[config.mk]
export PLATFORM = sky130hd
export DESIGN_NAME = router_param_top
export DESIGN_NICKNAME = d
export VERILOG_FILES = /design/src/rtl/router_param_top.sv
export SDC_FILE = /design/constraint.sdc
export NUM_CORES = 1
export LEC_CHECK = 0
export ABC_AREA = 1
export ABC_CLOCK_PERIOD_IN_PS = 5600
export BUFFER_PORTS_ARGS = -buffer_cell sky130_fd_sc_hd__clkbuf_2
export CORE_MARGIN = 2
export CORE_UTILIZATION = 27
export DETAILED_ROUTE_END_ITERATION = 10
export GPL_ROUTABILITY_DRIVEN = 0
export PLACE_DENSITY = 0.4
export SYNTH_ARGS = -nofsm -noshare
export SYNTH_HDL_FRONTEND = slang
export SYNTH_SLANG_ARGS = --single-unit
[constraint.sdc]
create_clock -name clk -period 5.6 [get_ports clk]
set_input_delay 0.56 -clock clk [delete_from_list [all_inputs] [get_ports clk]]
set_output_delay 0.56 -clock clk [all_outputs]
set_load 0.02 [all_outputs]
[src/rtl/router_param_top.sv]
// Packet router: one byte stream is steered into N_CH per-channel FIFOs, and the parity byte is checked.
// Optional macro ROUTER_SOFT_RESET_EN adds a per-channel flush when a channel goes unread for too long.
module router_param_top #(
  parameter int unsigned N_CH    = 3,
  parameter int unsigned DATA_W  = 8,
  parameter int unsigned DEPTH   = 16,
  parameter int unsigned TIMEOUT = 30
) (
  input  logic                   clk,
  input  logic                   reset,
  input  logic [DATA_W-1:0]      data_in,
  input  logic                   pkt_valid,
  input  logic [N_CH-1:0]        read_enb,
  output logic [N_CH*DATA_W-1:0] data_out,
  output logic [N_CH-1:0]        vld_out,
  output logic                   err,
  output logic                   busy
);
  localparam int unsigned PTR_W  = $clog2(DEPTH);
  localparam int unsigned CNT_W  = PTR_W + 1;
  localparam int unsigned CH_W   = 2;
  localparam int unsigned WORD_W = DATA_W + 1;

  typedef enum logic [3:0] {
    DECODE_ADDRESS, LOAD_FIRST_DATA, LOAD_DATA, LOAD_PARITY, FIFO_FULL_STATE,
    LOAD_AFTER_FULL, WAIT_TILL_EMPTY, CHECK_PARITY_ERROR, DROP_PACKET
  } state_e;

  state_e            state_q, state_d;
  logic [DATA_W-1:0] hdr_q, hdr_d, hold_q, hold_d, par_q, par_d, calc_q, calc_d;
  logic [CH_W-1:0]   ch_q, ch_d;
  logic              err_q, err_d, done_q, done_d;

  logic [WORD_W-1:0] mem_q    [N_CH][DEPTH];
  logic [PTR_W-1:0]  wr_ptr_q [N_CH];
  logic [PTR_W-1:0]  rd_ptr_q [N_CH];
  logic [CNT_W-1:0]  cnt_q    [N_CH];
  logic [DATA_W-1:0] dout_q   [N_CH];

  // Status vectors padded to the full 2-bit address space so ch_q can index them directly.
  logic [3:0]        empty_c, full_c, rd_c, flush_c;
  logic [N_CH-1:0]   wr_c;
  logic              wr_en_c, can_wr_c, addr_ok_c;
  logic [WORD_W-1:0] wr_word_c;

  always_comb begin
    empty_c = '1;
    full_c  = '0;
    rd_c    = '0;
    for (int k = 0; k < N_CH; k++) begin
      empty_c[k] = (cnt_q[k] == '0);
      full_c[k]  = (cnt_q[k] == CNT_W'(DEPTH));
      rd_c[k]    = read_enb[k] && (cnt_q[k] != '0);
    end
  end

  assign can_wr_c  = !full_c[ch_q] || rd_c[ch_q];
  assign addr_ok_c = 32'(data_in[1:0]) < N_CH;

  // Next-state and datapath control
  always_comb begin
    state_d   = state_q;
    hdr_d     = hdr_q;
    hold_d    = hold_q;
    par_d     = par_q;
    calc_d    = calc_q;
    ch_d      = ch_q;
    err_d     = err_q;
    done_d    = done_q;
    wr_en_c   = 1'b0;
    wr_word_c = '0;
    unique case (state_q)
      DECODE_ADDRESS: if (pkt_valid) begin
        hdr_d  = data_in;
        calc_d = data_in;
        ch_d   = data_in[1:0];
        err_d  = 1'b0;
        done_d = 1'b0;
        if (!addr_ok_c)                state_d = DROP_PACKET;
        else if (empty_c[data_in[1:0]]) state_d = LOAD_FIRST_DATA;
        else                           state_d = WAIT_TILL_EMPTY;
      end
      WAIT_TILL_EMPTY: if (empty_c[ch_q]) state_d = LOAD_FIRST_DATA;
      LOAD_FIRST_DATA: begin
        wr_en_c   = 1'b1;
        wr_word_c = {1'b1, hdr_q};
        state_d   = LOAD_DATA;
      end
      LOAD_DATA: if (pkt_valid) begin
        calc_d = calc_q ^ data_in;
        if (can_wr_c) begin
          wr_en_c   = 1'b1;
          wr_word_c = {1'b0, data_in};
        end else begin
          hold_d  = data_in;
          state_d = FIFO_FULL_STATE;
        end
      end else begin
        par_d   = data_in;
        state_d = LOAD_PARITY;
      end
      FIFO_FULL_STATE: if (!full_c[ch_q]) state_d = done_q ? DECODE_ADDRESS : LOAD_AFTER_FULL;
      LOAD_AFTER_FULL: begin
        wr_en_c   = 1'b1;
        wr_word_c = {1'b0, hold_q};
        if (pkt_valid) begin
          state_d = LOAD_DATA;
        end else begin
          par_d   = data_in;
          state_d = LOAD_PARITY;
        end
      end
      LOAD_PARITY: if (can_wr_c) begin
        wr_en_c   = 1'b1;
        wr_word_c = {1'b0, par_q};
        state_d   = CHECK_PARITY_ERROR;
      end
      CHECK_PARITY_ERROR: begin
        err_d = (calc_q != par_q);
        if (full_c[ch_q]) begin
          done_d  = 1'b1;
          state_d = FIFO_FULL_STATE;
        end else begin
          state_d = DECODE_ADDRESS;
        end
      end
      DROP_PACKET: if (!pkt_valid) begin
        err_d   = 1'b1;
        state_d = DECODE_ADDRESS;
      end
      default: state_d = DECODE_ADDRESS;
    endcase
    // A flush of the channel being loaded abandons the rest of that packet.
    if (flush_c[ch_q] && state_q != DECODE_ADDRESS && state_q != DROP_PACKET) begin
      wr_en_c = 1'b0;
      state_d = DECODE_ADDRESS;
    end
  end

  always_comb begin
    for (int k = 0; k < N_CH; k++)
      wr_c[k] = wr_en_c && (ch_q == CH_W'(k)) && !flush_c[k] && (!full_c[k] || rd_c[k]);
  end

  always_ff @(posedge clk) begin
    if (reset) begin
      state_q <= DECODE_ADDRESS;
      hdr_q   <= '0;
      hold_q  <= '0;
      par_q   <= '0;
      calc_q  <= '0;
      ch_q    <= '0;
      err_q   <= 1'b0;
      done_q  <= 1'b0;
    end else begin
      state_q <= state_d;
      hdr_q   <= hdr_d;
      hold_q  <= hold_d;
      par_q   <= par_d;
      calc_q  <= calc_d;
      ch_q    <= ch_d;
      err_q   <= err_d;
      done_q  <= done_d;
    end
  end

  always_ff @(posedge clk) begin
    for (int k = 0; k < N_CH; k++)
      if (wr_c[k]) mem_q[k][wr_ptr_q[k]] <= wr_word_c;
  end

  // Per-channel pointers, occupancy and registered read port
  always_ff @(posedge clk) begin
    for (int k = 0; k < N_CH; k++) begin
      if (reset || flush_c[k]) begin
        wr_ptr_q[k] <= '0;
        rd_ptr_q[k] <= '0;
        cnt_q[k]    <= '0;
        dout_q[k]   <= '0;
      end else begin
        if (wr_c[k]) wr_ptr_q[k] <= wr_ptr_q[k] + 1'b1;
        if (rd_c[k]) begin
          dout_q[k]   <= mem_q[k][rd_ptr_q[k]][DATA_W-1:0];
          rd_ptr_q[k] <= rd_ptr_q[k] + 1'b1;
        end
        cnt_q[k] <= cnt_q[k] + CNT_W'(wr_c[k]) - CNT_W'(rd_c[k]);
      end
    end
  end

`ifdef ROUTER_SOFT_RESET_EN
  logic [7:0] timer_q [N_CH];

  // Counts consecutive cycles a channel holds data that nobody reads.
  always_ff @(posedge clk) begin
    for (int k = 0; k < N_CH; k++) begin
      if (reset || flush_c[k] || !vld_out[k] || read_enb[k]) timer_q[k] <= '0;
      else                                                     timer_q[k] <= timer_q[k] + 1'b1;
    end
  end

  always_comb begin
    flush_c = '0;
    for (int k = 0; k < N_CH; k++)
      flush_c[k] = vld_out[k] && !read_enb[k] && (timer_q[k] == 8'(TIMEOUT - 1));
  end
`else
  assign flush_c = '0;
`endif

  for (genvar k = 0; k < N_CH; k++) begin : g_out
    assign data_out[k*DATA_W +: DATA_W] = dout_q[k];
    assign vld_out[k]                   = !empty_c[k];
  end

  assign err  = err_q;
  assign busy = (state_q != DECODE_ADDRESS) && (state_q != LOAD_DATA);

endmodule

==> results.rst, run 1 <==
.. list-table::
   :header-rows: 1

   * - Metric
     - Value
   * - Later-pin clock latency in the skew report
     - 0.60 ns
   * - Worst rel slew slack
     - 13.4%
   * - Pin count of the biggest net entering global routing
     - 69
   * - RSZ-0062 raised after global routing
     - false
   * - Synth warnings
     - 0
   * - TritonCTS clock tree
     - built
   * - Post-synth top area cell
     - edfxtp_1
   * - Worst setup endpoint
     - mem_q[0][122]
   * - R2R setup slack
     - 2.41 ns
   * - Initial core utilization
     - 27.3%
   * - Top-Level Pins
     - 43
   * - Slowest cell on crit path
     - nor3_1
   * - Iter 0 DRT Violations
     - 886
   * - Syn Nets
     - 1867
   * - Placed cell areas
     - 22000 um2
   * - Top library cells by usage in the layout, fill and taps aside
     - edfxtp_1, nor2_1, o21ai_0
   * - Hold Path Class
     - in2reg
   * - Count of H-tree levels built during CTS
     - 2
   * - Share of the yosys chip area belonging to registers
     - 67.9%
   * - Kind of critical path
     - reg2reg
   * - Power per unit of standard cell area
     - 472 nW/um2
   * - Kind of launch point of the worst setup path
     - register
   * - Site Rows
     - 101
   * - Nets
     - 1896
   * - Critical R2R Capture
     - mem_q[0][122]
   * - Overall power of the completed layout
     - 11.3 mW
   * - Leakage power
     - 8.28 nW
   * - Remaining routing DRC violations
     - 0
   * - Biggest cell delay along the critical path
     - 1.03 ns
   * - IO Port Bufs
     - 42
   * - Leading cell type in the layout, fill and taps excluded
     - edfxtp_1
   * - Run status
     - completed
   * - Setup fix buffers added after clock tree synthesis
     - 0
   * - Via Count
     - 13351
   * - First-pass GRT wire length
     - 84100 um
   * - Async set-reset flop share out of synthesis
     - 0%
   * - Clock transition at the register clock pins on the worst setup and hold paths after CTS
     - 0.06 ns
   * - Number of routed nets with antenna violations
     - 0
   * - Fraction of layout cells with a size suffix above 1
     - 11.3%
   * - Number of detailed-routing iterations run before antenna repair
     - 5
   * - Hpwl dp
     - 34200 um
   * - Critical path capture point type
     - register
   * - Initial antenna violation count
     - 2
   * - Maximum operating frequency
     - 313 MHz
   * - Synthesized netlist cell count
     - 1817
   * - Req. time, crit path
     - 5.80 ns
   * - Setup-failing EPs final
     - 0
   * - Worst voltage drop across the vdd grid
     - 0.228 mV
   * - Number of buffers created by CTS
     - 53
   * - Cell Chain, Critical Path
     - inv_2 > nor2_1 > nand2_1 > nand2_4 > nand3b_4 > nand2_4 > nor3_1
   * - Die height
     - 281 um
   * - FF+latch count, synth
     - 485
   * - Synth top area share
     - 62.7%
   * - Post-CTS Resized
     - 0
   * - Maximum clock skew at final layout
     - 0.0222 ns
   * - Total wire length after detailed routing
     - 55500 um
   * - Die W
     - 281 um
   * - Most used flip-flop cell after synthesis
     - edfxtp_1
   * - Synth Cell Area
     - 20700 um2
   * - Timing startpoint of the critical path
     - state_q[0]
   * - Global Route Usage Sum
     - 14.1%
   * - Die area
     - 78800 um2
   * - Distinct cell type count of the synthesized netlist
     - 39
   * - Buffer cell driving the clock tree root
     - clkbuf_16
   * - Area delta synth->final
     - 15.5%
   * - Post-layout min period
     - 3.19 ns
   * - Endpoint arrival time on the critical path
     - 3.39 ns
   * - Max-cap viol count
     - 0
   * - Depth of the worst register-to-register path
     - 7
   * - Share of the core filled with cells
     - 31.5%
   * - Library cell appearing most often on the critical path
     - nand2_4
   * - Number of clock sinks
     - 485
   * - Per-instance average area after synthesis
     - 11.4 um2
   * - Slew of the pin with the lowest slew margin
     - 1.29 ns
   * - CTS Hold Buffers Added
     - 0
   * - Total Neg Setup Slack
     - 0 ns
   * - Number of endpoints with negative hold slack in the final report
     - 0
   * - Start of the worst register-to-register path
     - state_q[0]
   * - Final global-route overflow total
     - 0
   * - Number of flops mapped to enable cells by yosys
     - 432
   * - Via count of the first global-routing pass
     - 13529
   * - Design area
     - 23900 um2
   * - Post-DR wirelength/cell
     - 19.3 um
   * - Final Slew Violations
     - 0
   * - Number of buffers between clock root and the deepest sink
     - 3
   * - Ranking of synthesized cells by area
     - edfxtp_1, o21ai_0, dfxtp_1
   * - Share of the clock period used by the worst path after layout
     - 57.0%
   * - Largest fanout of any net on the critical path
     - 22
   * - Total core area
     - 75800 um2
   * - Ratio of routed vias to standard cells
     - 4.66
how the worst min path moves through the flow:
| stage | startpoint | to | slack, ns | depth (start not counted) |
|---|---|---|---|---|
| 2_1_floorplan | hold_q[3] | hold_q[3] | 0.42 | 2 |
| 3_3_place_gp | hold_q[0] | hold_q[0] | 0.44 | 2 |
| 3_5_place_dp | hold_q[3] | hold_q[3] | 0.44 | 2 |
| 4_1_cts | data_in[5] | calc_q[5] | 0.23 | 3 |
| 5_1_grt | data_in[5] | calc_q[5] | 0.27 | 3 |
| 6_report | data_in[5] | calc_q[5] | 0.27 | 3 |
sequential cells by signal, summed over array words and instances (netlist names):
| register | flops |
|---|---|
| mem_q | 384 |
| dout_q | 24 |
| cnt_q | 15 |
| rd_ptr_q | 12 |
| wr_ptr_q | 12 |
| calc_q | 8 |
| hdr_q | 8 |
| hold_q | 8 |
| par_q | 8 |
| state_q | 4 |
| done_q | 1 |
| err | 1 |
layer usage:
| metal | up-vias | global-route usage (%) | share of wire, % |
|---|---|---|---|
| li1 | 6502 | - | - |
| met1 | 6544 | 18.3 | 45 |
| met2 | 227 | 23.9 | 48 |
| met3 | 78 | 2.58 | 4.1 |
| met4 | 0 | 3.91 | 2.3 |
| met5 | - | 0 | 0 |
synthesized netlist by cell type (all sizes together), types with 6 or more instances:
cell / count
o211ai: 9
xnor2: 8
o22ai: 64
nand2: 194
xor2: 11
clkbuf: 64
nor3: 65
a211oi: 13
edfxtp: 432
buf: 26
nand4: 10
o2111ai: 8
inv: 135
nand3: 44
a21oi: 74
o21ai: 263
o31ai: 6
dfxtp: 53
nor2: 293
ha: 33
cell families after synthesis:
family / after synthesis / synth area share [%]
XOR/XNOR: 19 / 0.805
flip-flops: 485 / 67.9
buffers and inverters: 227 / 4.51
adder cells (fa/ha/maj): 36 / 2.29
AO/OA/AOI/OAI: 442 / 11.6
AND/OR/NAND/NOR: 608 / 12.9
through the flow:
step	setup WS [ns]	hold slack, ns	std cells
floorplan	2.81	0.424	1817
global placement	2.36	0.438	2769
detailed placement	2.32	0.442	2769
CTS	2.33	0.230	2867
global route	2.15	0.267	2867
finish	2.41	0.271	2868
report_power, final:
group / total [mW] / switching (mW) / internal (mW)
Sequential: 4.54 / 0.209 / 4.33
Combinational: 2.95 / 2.13 / 0.828
Clock: 3.78 / 1.49 / 2.29
worst max-delay path, delay by kind of cell, from the launching register on:
family	cells	cell delay, ns
buffers and inverters	1	0.07
DFF	1	0.34
and+or+nand+nor	6	2.38
cell type report:
| cell class | instances | area, um2 |
|---|---|---|
| Fill cell | 7716 | 51900 |
| Clock buffer | 56 | 1340 |
| Inverter | 137 | 514 |
| Antenna cell | 1 | 2.50 |
| Multi-Input combinational cell | 1105 | 5850 |
| Sequential cell | 485 | 14000 |
| Clock inverter | 42 | 548 |
| Tap cell | 978 | 1220 |
| Timing Repair Buffer | 64 | 375 |
Power figures use the tool's default switching activity.
==> run 2: changes to the inputs <==
--- a/config.mk
+++ b/config.mk
@@ -6,7 +6,7 @@
 export NUM_CORES = 1
 export LEC_CHECK = 0
 export ABC_AREA = 1
-export ABC_CLOCK_PERIOD_IN_PS = 5600
+export ABC_CLOCK_PERIOD_IN_PS = 3050
 export BUFFER_PORTS_ARGS = -buffer_cell sky130_fd_sc_hd__clkbuf_2
 export CORE_MARGIN = 2
 export CORE_UTILIZATION = 27
==> constraint.sdc (replaced) <==
create_clock -name clk -period 3.05 [get_ports clk]
set_input_delay 0.305 -clock clk [delete_from_list [all_inputs] [get_ports clk]]
set_output_delay 0.305 -clock clk [all_outputs]
set_load 0.02 [all_outputs]
==> results.rst, run 2 (synthesis results as in run 1) <==
.. list-table::
   :header-rows: 1

   * - Metric
     - Value
   * - Count of H-tree levels built during CTS
     - 2 (unchanged)
   * - Maximum clock skew at final layout
     - 0.0222 ns (-0.00000160 ns)
   * - CTS Hold Buffers Added
     - 0 (unchanged)
   * - Post-CTS Resized
     - 0 (unchanged)
   * - Largest fanout of any net on the critical path
     - 5 (-77%)
   * - Buffer cell driving the clock tree root
     - clkbuf_16
   * - Nets
     - 1966 (+3.7%)
   * - Min Hold Slack
     - 0.0613 ns (-0.210 ns)
   * - Via count of the first global-routing pass
     - 13649 (+0.89%)
   * - Die height
     - 281 um (unchanged)
   * - Top-Level Pins
     - 43 (unchanged)
   * - Area delta synth->final
     - 17.8%
   * - Site Rows
     - 101 (unchanged)
   * - Number of clock sinks
     - 485 (unchanged)
   * - Worst rel slew slack
     - 42.9% (+30 points)
   * - Kind of launch point of the worst setup path
     - register
   * - Total wire length after detailed routing
     - 55700 um (+0.44%)
   * - Clock transition at the register clock pins on the worst setup and hold paths after CTS
     - 0.06 ns (about the same)
   * - Hold Path Class
     - in2reg
   * - RSZ-0062 raised after global routing
     - false
   * - Remaining routing DRC violations
     - 0 (unchanged)
   * - Top library cells by usage in the layout, fill and taps aside
     - edfxtp_1, nor2_1, o21ai_0
   * - Ratio of routed vias to standard cells
     - 4.68 (+0.55%)
   * - Kind of critical path
     - reg2reg
   * - Post-DR wirelength/cell
     - 19.0 um (-1.7%)
   * - Maximum operating frequency
     - 369 MHz (+18%)
   * - Req. time, crit path
     - 3.58 ns (-2.22 ns)
   * - Number of endpoints with negative hold slack in the final report
     - 0 (unchanged)
   * - Post-layout min period
     - 2.71 ns (-0.482 ns)
   * - Total core area
     - 75800 um2 (unchanged)
   * - Hpwl dp
     - 34600 um (+1.2%)
   * - Pin count of the biggest net entering global routing
     - 68 (-1.4%)
   * - Final Slew Violations
     - 0 (unchanged)
   * - Slew of the pin with the lowest slew margin
     - 0.854 ns (-0.435 ns)
   * - Initial antenna violation count
     - 1 (-1)
   * - Fraction of layout cells with a size suffix above 1
     - 13.6% (+2.3 points)
   * - Share of the clock period used by the worst path after layout
     - 88.8% (+32 points)
   * - Max-cap viol count
     - 0 (unchanged)
   * - Power per unit of standard cell area
     - 834 nW/um2 (+77%)
   * - Die area
     - 78800 um2 (unchanged)
   * - Later-pin clock latency in the skew report
     - 0.60 ns (about the same)
   * - First-pass GRT wire length
     - 84700 um (+0.61%)
   * - Critical path capture point type
     - register
   * - Die W
     - 281 um (unchanged)
   * - Total Neg Setup Slack
     - 0 ns (unchanged)
   * - Leading cell type in the layout, fill and taps excluded
     - edfxtp_1
   * - Iter 0 DRT Violations
     - 819 (-7.6%)
   * - Max FFs per register
     - 384 (unchanged)
   * - Number of detailed-routing iterations run before antenna repair
     - 4 (-1)
   * - Initial core utilization
     - 27.3% (unchanged)
   * - Final global-route overflow total
     - 0 (unchanged)
   * - Run status
     - completed
   * - Endpoint arrival time on the critical path
     - 3.24 ns (-0.15 ns)
   * - Setup-failing EPs final
     - 0 (unchanged)
   * - Global Route Usage Sum
     - 14.2% (+0.13 points)
   * - Number of buffers created by CTS
     - 54 (+1.9%)
   * - IO Port Bufs
     - 42 (unchanged)
   * - Number of routed nets with antenna violations
     - 0 (unchanged)
   * - Via Count
     - 13719 (+2.8%)
   * - Number of buffers between clock root and the deepest sink
     - 3 (unchanged)
   * - Worst voltage drop across the vdd grid
     - 0.472 mV (+110%)
   * - Number of fill cells in the layout
     - 7666 (-0.65%)
   * - TritonCTS clock tree
     - built
   * - Setup fix buffers added after clock tree synthesis
     - 0 (unchanged)
   * - Inserted Diodes
     - 0 (-1)
   * - Leakage power
     - 8.60 nW (+3.9%)
## run 2: cell count changes in the layout (fill, tap and decap cells not counted), moves of 2 or more
cell	before	now
clkinv_2	16	8
buf_12	0	8
clkinv_1	6	16
clkbuf_1	3	5
clkinv_4	4	1
clkinvlp_4	5	1
buf_4	22	83
bufinv_16	12	8
## run 2: worst max-delay path, stage by stage (launching register included)
cell	delay (ns)
dfxtp_1	0.31
inv_1	0.08
ha_1	0.22
nand3_2	0.16
nand3_2	0.11
nand2_1	0.06
nor2_2	0.14
nand2_4	0.08
nand2_4	0.09
nand3b_4	0.15
nand2_4	0.09
inv_1	0.04
ha_1	0.20
fa_1	0.41
nand2_1	0.08
a21oi_1	0.05
nor2_1	0.15
o21ai_0	0.11
a21oi_1	0.12
## run 2: through the flow
| stage | utilization, % | total power, mW | area, um2 | std cells | worst slack [ns] |
|---|---|---|---|---|---|
| after floorplan | - | 12.1 | 20700 | 1817 | 0.260 |
| after global placement | 29.8 | 14.0 | 22600 | 2838 | 0.364 |
| after detailed placement | 29.8 | 14.1 | 22600 | 2838 | 0.336 |
| after CTS | 32.1 | 20.6 | 24400 | 2931 | 0.329 |
| after global routing | 32.1 | 21.6 | 24400 | 2931 | 0.0491 |
| final | 32.1 | 20.3 | 24400 | 2931 | 0.340 |
## run 2: final cells by class
class,instances,area (um2),area share (%)
clock inverters,34,374,1.54
flip-flops and latches,485,14000,57.6
inverters,137,514,2.11
clock buffers,59,1370,5.62
multi-input cells,1105,5850,24.0
well taps,978,1220,5.02
repair buffers,133,993,4.08
## run 2: final timing paths
check | endpoint | cells past startpoint | slack [ns] | from
worst min-delay path | calc_q[6] | 3 | 0.06 | data_in[6]
worst max register to register | cnt_q[1][4] | 18 | 0.34 | cnt_q[2][2]
worst min register to register | hold_q[3] | 2 | 0.45 | hold_q[3]
worst max-delay path | cnt_q[1][4] | 18 | 0.34 | cnt_q[2][2]
## run 2: metal layers
| metal | part of all wire (%) | track usage [%] | vias to the layer above | wire, um |
|---|---|---|---|---|
| met5 | 0.023 | 0 | - | 13 |
| met4 | 2.3 | 3.69 | 2 | 1270 |
| met3 | 3.5 | 2.40 | 80 | 1940 |
| met2 | 48 | 23.8 | 175 | 26600 |
| met1 | 46 | 19.0 | 6825 | 25800 |
| li1 | - | - | 6637 | - |
## run 2: report_power, final
| group | total, mW | internal, mW | switching [mW] |
|---|---|---|---|
| registers | 8.31 | 7.95 | 0.359 |
| clock network | 6.52 | 3.88 | 2.64 |
| logic | 5.49 | 1.69 | 3.79 |
| total | 20.3 | 13.5 | 6.79 |
==> run 3: changes to the inputs <==
--- a/config.mk
+++ b/config.mk
@@ -9,10 +9,12 @@
 export ABC_CLOCK_PERIOD_IN_PS = 3050
 export BUFFER_PORTS_ARGS = -buffer_cell sky130_fd_sc_hd__clkbuf_2
 export CORE_MARGIN = 2
-export CORE_UTILIZATION = 27
+export CORE_UTILIZATION = 40
+export CTS_BUF_LIST = sky130_fd_sc_hd__clkbuf_8 sky130_fd_sc_hd__clkbuf_16
 export DETAILED_ROUTE_END_ITERATION = 10
 export GPL_ROUTABILITY_DRIVEN = 0
-export PLACE_DENSITY = 0.4
+export PLACE_DENSITY = 0.54
+export RECOVER_POWER = 25
 export SYNTH_ARGS = -nofsm -noshare
 export SYNTH_HDL_FRONTEND = slang
 export SYNTH_SLANG_ARGS = --single-unit
==> results.rst, run 3 (synthesis results as in run 1) <==
.. list-table::
   :header-rows: 1

   * - Metric
     - Value
   * - Inserted Diodes
     - 0 (unchanged)
   * - Share of the core filled with cells
     - 46.4% (+14 points)
   * - CTS Hold Buffers Added
     - 0 (unchanged)
   * - TritonCTS clock tree
     - built
   * - Die area
     - 53500 um2 (-32%)
   * - Number of buffers between clock root and the deepest sink
     - 3 (unchanged)
   * - Total core area
     - 51200 um2 (-32%)
   * - Clock transition at the register clock pins on the worst setup and hold paths after CTS
     - 0.06 ns (about the same)
   * - Leading cell type in the layout, fill and taps excluded
     - edfxtp_1
   * - Biggest cell delay along the critical path
     - 0.76 ns (+0.35 ns)
   * - Critical path capture point type
     - register
   * - Largest fanout of any net on the critical path
     - 32 (+27)
   * - Post-DR wirelength/cell
     - 19.0 um (about the same)
   * - Later-pin clock latency in the skew report
     - 0.61 ns (about the same)
   * - Final global-route overflow total
     - 0 (unchanged)
   * - Setup fix buffers added after clock tree synthesis
     - 0 (unchanged)
   * - Endpoint of the worst hold-timing path
     - calc_q[4]
   * - Setup-failing EPs final
     - 0 (unchanged)
   * - Req. time, crit path
     - 3.41 ns (-0.17 ns)
   * - Start of the worst register-to-register path
     - rd_ptr_q[2][1]
   * - Final Slew Violations
     - 0 (unchanged)
   * - Run status
     - completed
   * - Slew of the pin with the lowest slew margin
     - 1.40 ns (+0.546 ns)
   * - Pin count of the biggest net entering global routing
     - 68 (unchanged)
   * - Number of placed instances, taps included
     - 2541 (-10%)
   * - Total wire length after detailed routing
     - 50200 um (-9.9%)
   * - Initial antenna violation count
     - 0 (-1)
   * - Power per unit of standard cell area
     - 835 nW/um2 (+0.15%)
   * - Top-Level Pins
     - 43 (unchanged)
   * - Via count of the first global-routing pass
     - 13459 (-1.4%)
   * - Final setup slack of the worst path
     - 0.326 ns (-0.0143 ns)
   * - Count of H-tree levels built during CTS
     - 2 (unchanged)
   * - Slowest cell on crit path
     - edfxtp_1
   * - Die height
     - 231 um (-18%)
   * - R2R setup slack
     - 0.33 ns (about the same)
   * - Hpwl dp
     - 30500 um (-12%)
   * - First-pass GRT wire length
     - 77700 um (-8.2%)
   * - Cell Chain, Critical Path
     - clkbuf_2 > o21ai_0 > o21ai_0 > nand2_1 > nand2_1 > nor2_1 > a211oi_1
   * - Final non-filler cell total
     - 2640 (-9.9%)
   * - Total Neg Setup Slack
     - 0 ns (unchanged)
   * - Initial core utilization
     - 40.4% (+13 points)
   * - Number of buffers created by CTS
     - 53 (-1.9%)
   * - Number of clock sinks
     - 485 (unchanged)
   * - Setup Slack @ Placement
     - 0.399 ns (+0.0630 ns)
   * - Via Count
     - 13880 (+1.2%)
   * - Iter 0 DRT Violations
     - 1048 (+28%)
   * - Global Route Usage Sum
     - 18.8% (+4.6 points)
   * - Number of routed nets with antenna violations
     - 0 (unchanged)
   * - RSZ-0062 raised after global routing
     - false
   * - Ratio of routed vias to standard cells
     - 5.26 (+12%)
   * - Maximum clock skew at final layout
     - 0.0199 ns (-0.00231 ns)
   * - Maximum operating frequency
     - 367 MHz (-0.53%)
   * - Die W
     - 231 um (-18%)
   * - Overall power of the completed layout
     - 19.9 mW (-2.2%)
   * - Remaining routing DRC violations
     - 0 (unchanged)
   * - Worst voltage drop across the vdd grid
     - 0.503 mV (+6.6%)
   * - Critical R2R Capture
     - dout_q[2][4]
   * - Max-cap viol count
     - 0 (unchanged)
   * - Kind of launch point of the worst setup path
     - register
   * - Leakage power
     - 8.51 nW (-1.0%)
   * - Worst rel slew slack
     - 6.66% (-36 points)
   * - IO Port Bufs
     - 42 (unchanged)
   * - Max FFs per register
     - 384 (unchanged)
   * - Endpoint arrival time on the critical path
     - 3.08 ns (-0.16 ns)
   * - Depth of the worst register-to-register path
     - 7 (-11)
   * - Top library cells by usage in the layout, fill and taps aside
     - edfxtp_1, nor2_1, o21ai_0
   * - Buffer cell driving the clock tree root
     - clkbuf_16
   * - Kind of critical path
     - reg2reg
   * - Number of endpoints with negative hold slack in the final report
     - 0 (unchanged)
   * - Fraction of layout cells with a size suffix above 1
     - 11.0% (-2.6 points)
   * - Share of the clock period used by the worst path after layout
     - 89.3% (+0.47 points)
   * - Nets
     - 1966 (unchanged)
   * - Min-Delay Path Depth
     - 3 (unchanged)
   * - Post-layout min period
     - 2.72 ns (+0.0143 ns)
   * - Top delay family on crit path
     - compound AO/OA/AOI/OAI gates
   * - Post-CTS Resized
     - 0 (unchanged)
   * - Area delta synth->final
     - 15.0%
   * - Buf+Inv Stages, Crit Path
     - 1 (-1)
   * - Site Rows
     - 83 (-18%)
   * - Startpoint of the most critical hold path
     - data_in[4]
   * - Number of detailed-routing iterations run before antenna repair
     - 5 (+1)
   * - Hold Path Class
     - in2reg
run 3: cell type report:
type / count / area, um2
clock buffer: 54 / 1340
clock inverter: 45 / 410
fill: 4695 / 27400
inverter: 137 / 514
multi-input combinational: 1105 / 5760
sequential: 485 / 14000
tap: 680 / 851
timing repair buffer: 134 / 867
run 3: worst max-delay path by stage:
stage                   startpoint           end  slack, ns  cells after the start
floorplan              cnt_q[0][3]   mem_q[0][0]       0.26                     11
detailed placement     cnt_q[0][3]   cnt_q[2][4]       0.40                     16
CTS                    cnt_q[0][3]   cnt_q[2][4]       0.36                     16
global placement       cnt_q[0][3]   cnt_q[1][4]       0.46                     18
global route           cnt_q[1][2]   cnt_q[0][4]       0.07                     18
finish              rd_ptr_q[2][1]  dout_q[2][4]       0.33                      7
run 3: tightest hold or removal path, stage by stage:
cell and delay [ns]:
clkbuf_2 0.13, nand2_1 0.08, a21oi_1 0.06
run 3: metrics by stage:
stage	hold slack, ns	area, um2
finish	0.0304	23800
global route	0.0438	23800
CTS	0.00286	24000
detailed placement	0.437	22200
global placement	0.435	22200
floorplan	0.424	20700
run 3: layer usage:
layer	part of all wire, %	vias up	GRT usage [%]
li1	-	6648	-
met1	46	6810	26.2
met2	46	334	30.0
met3	5.2	88	3.20
met4	2.7	0	5.95
met5	0	-	0
run 3: report_power, final:
| group | switching [mW] | internal (mW) |
|---|---|---|
| Combinational | 3.65 | 1.55 |
| Sequential | 0.303 | 7.95 |
| Clock | 2.63 | 3.78 |
| Total | 6.58 | 13.3 |
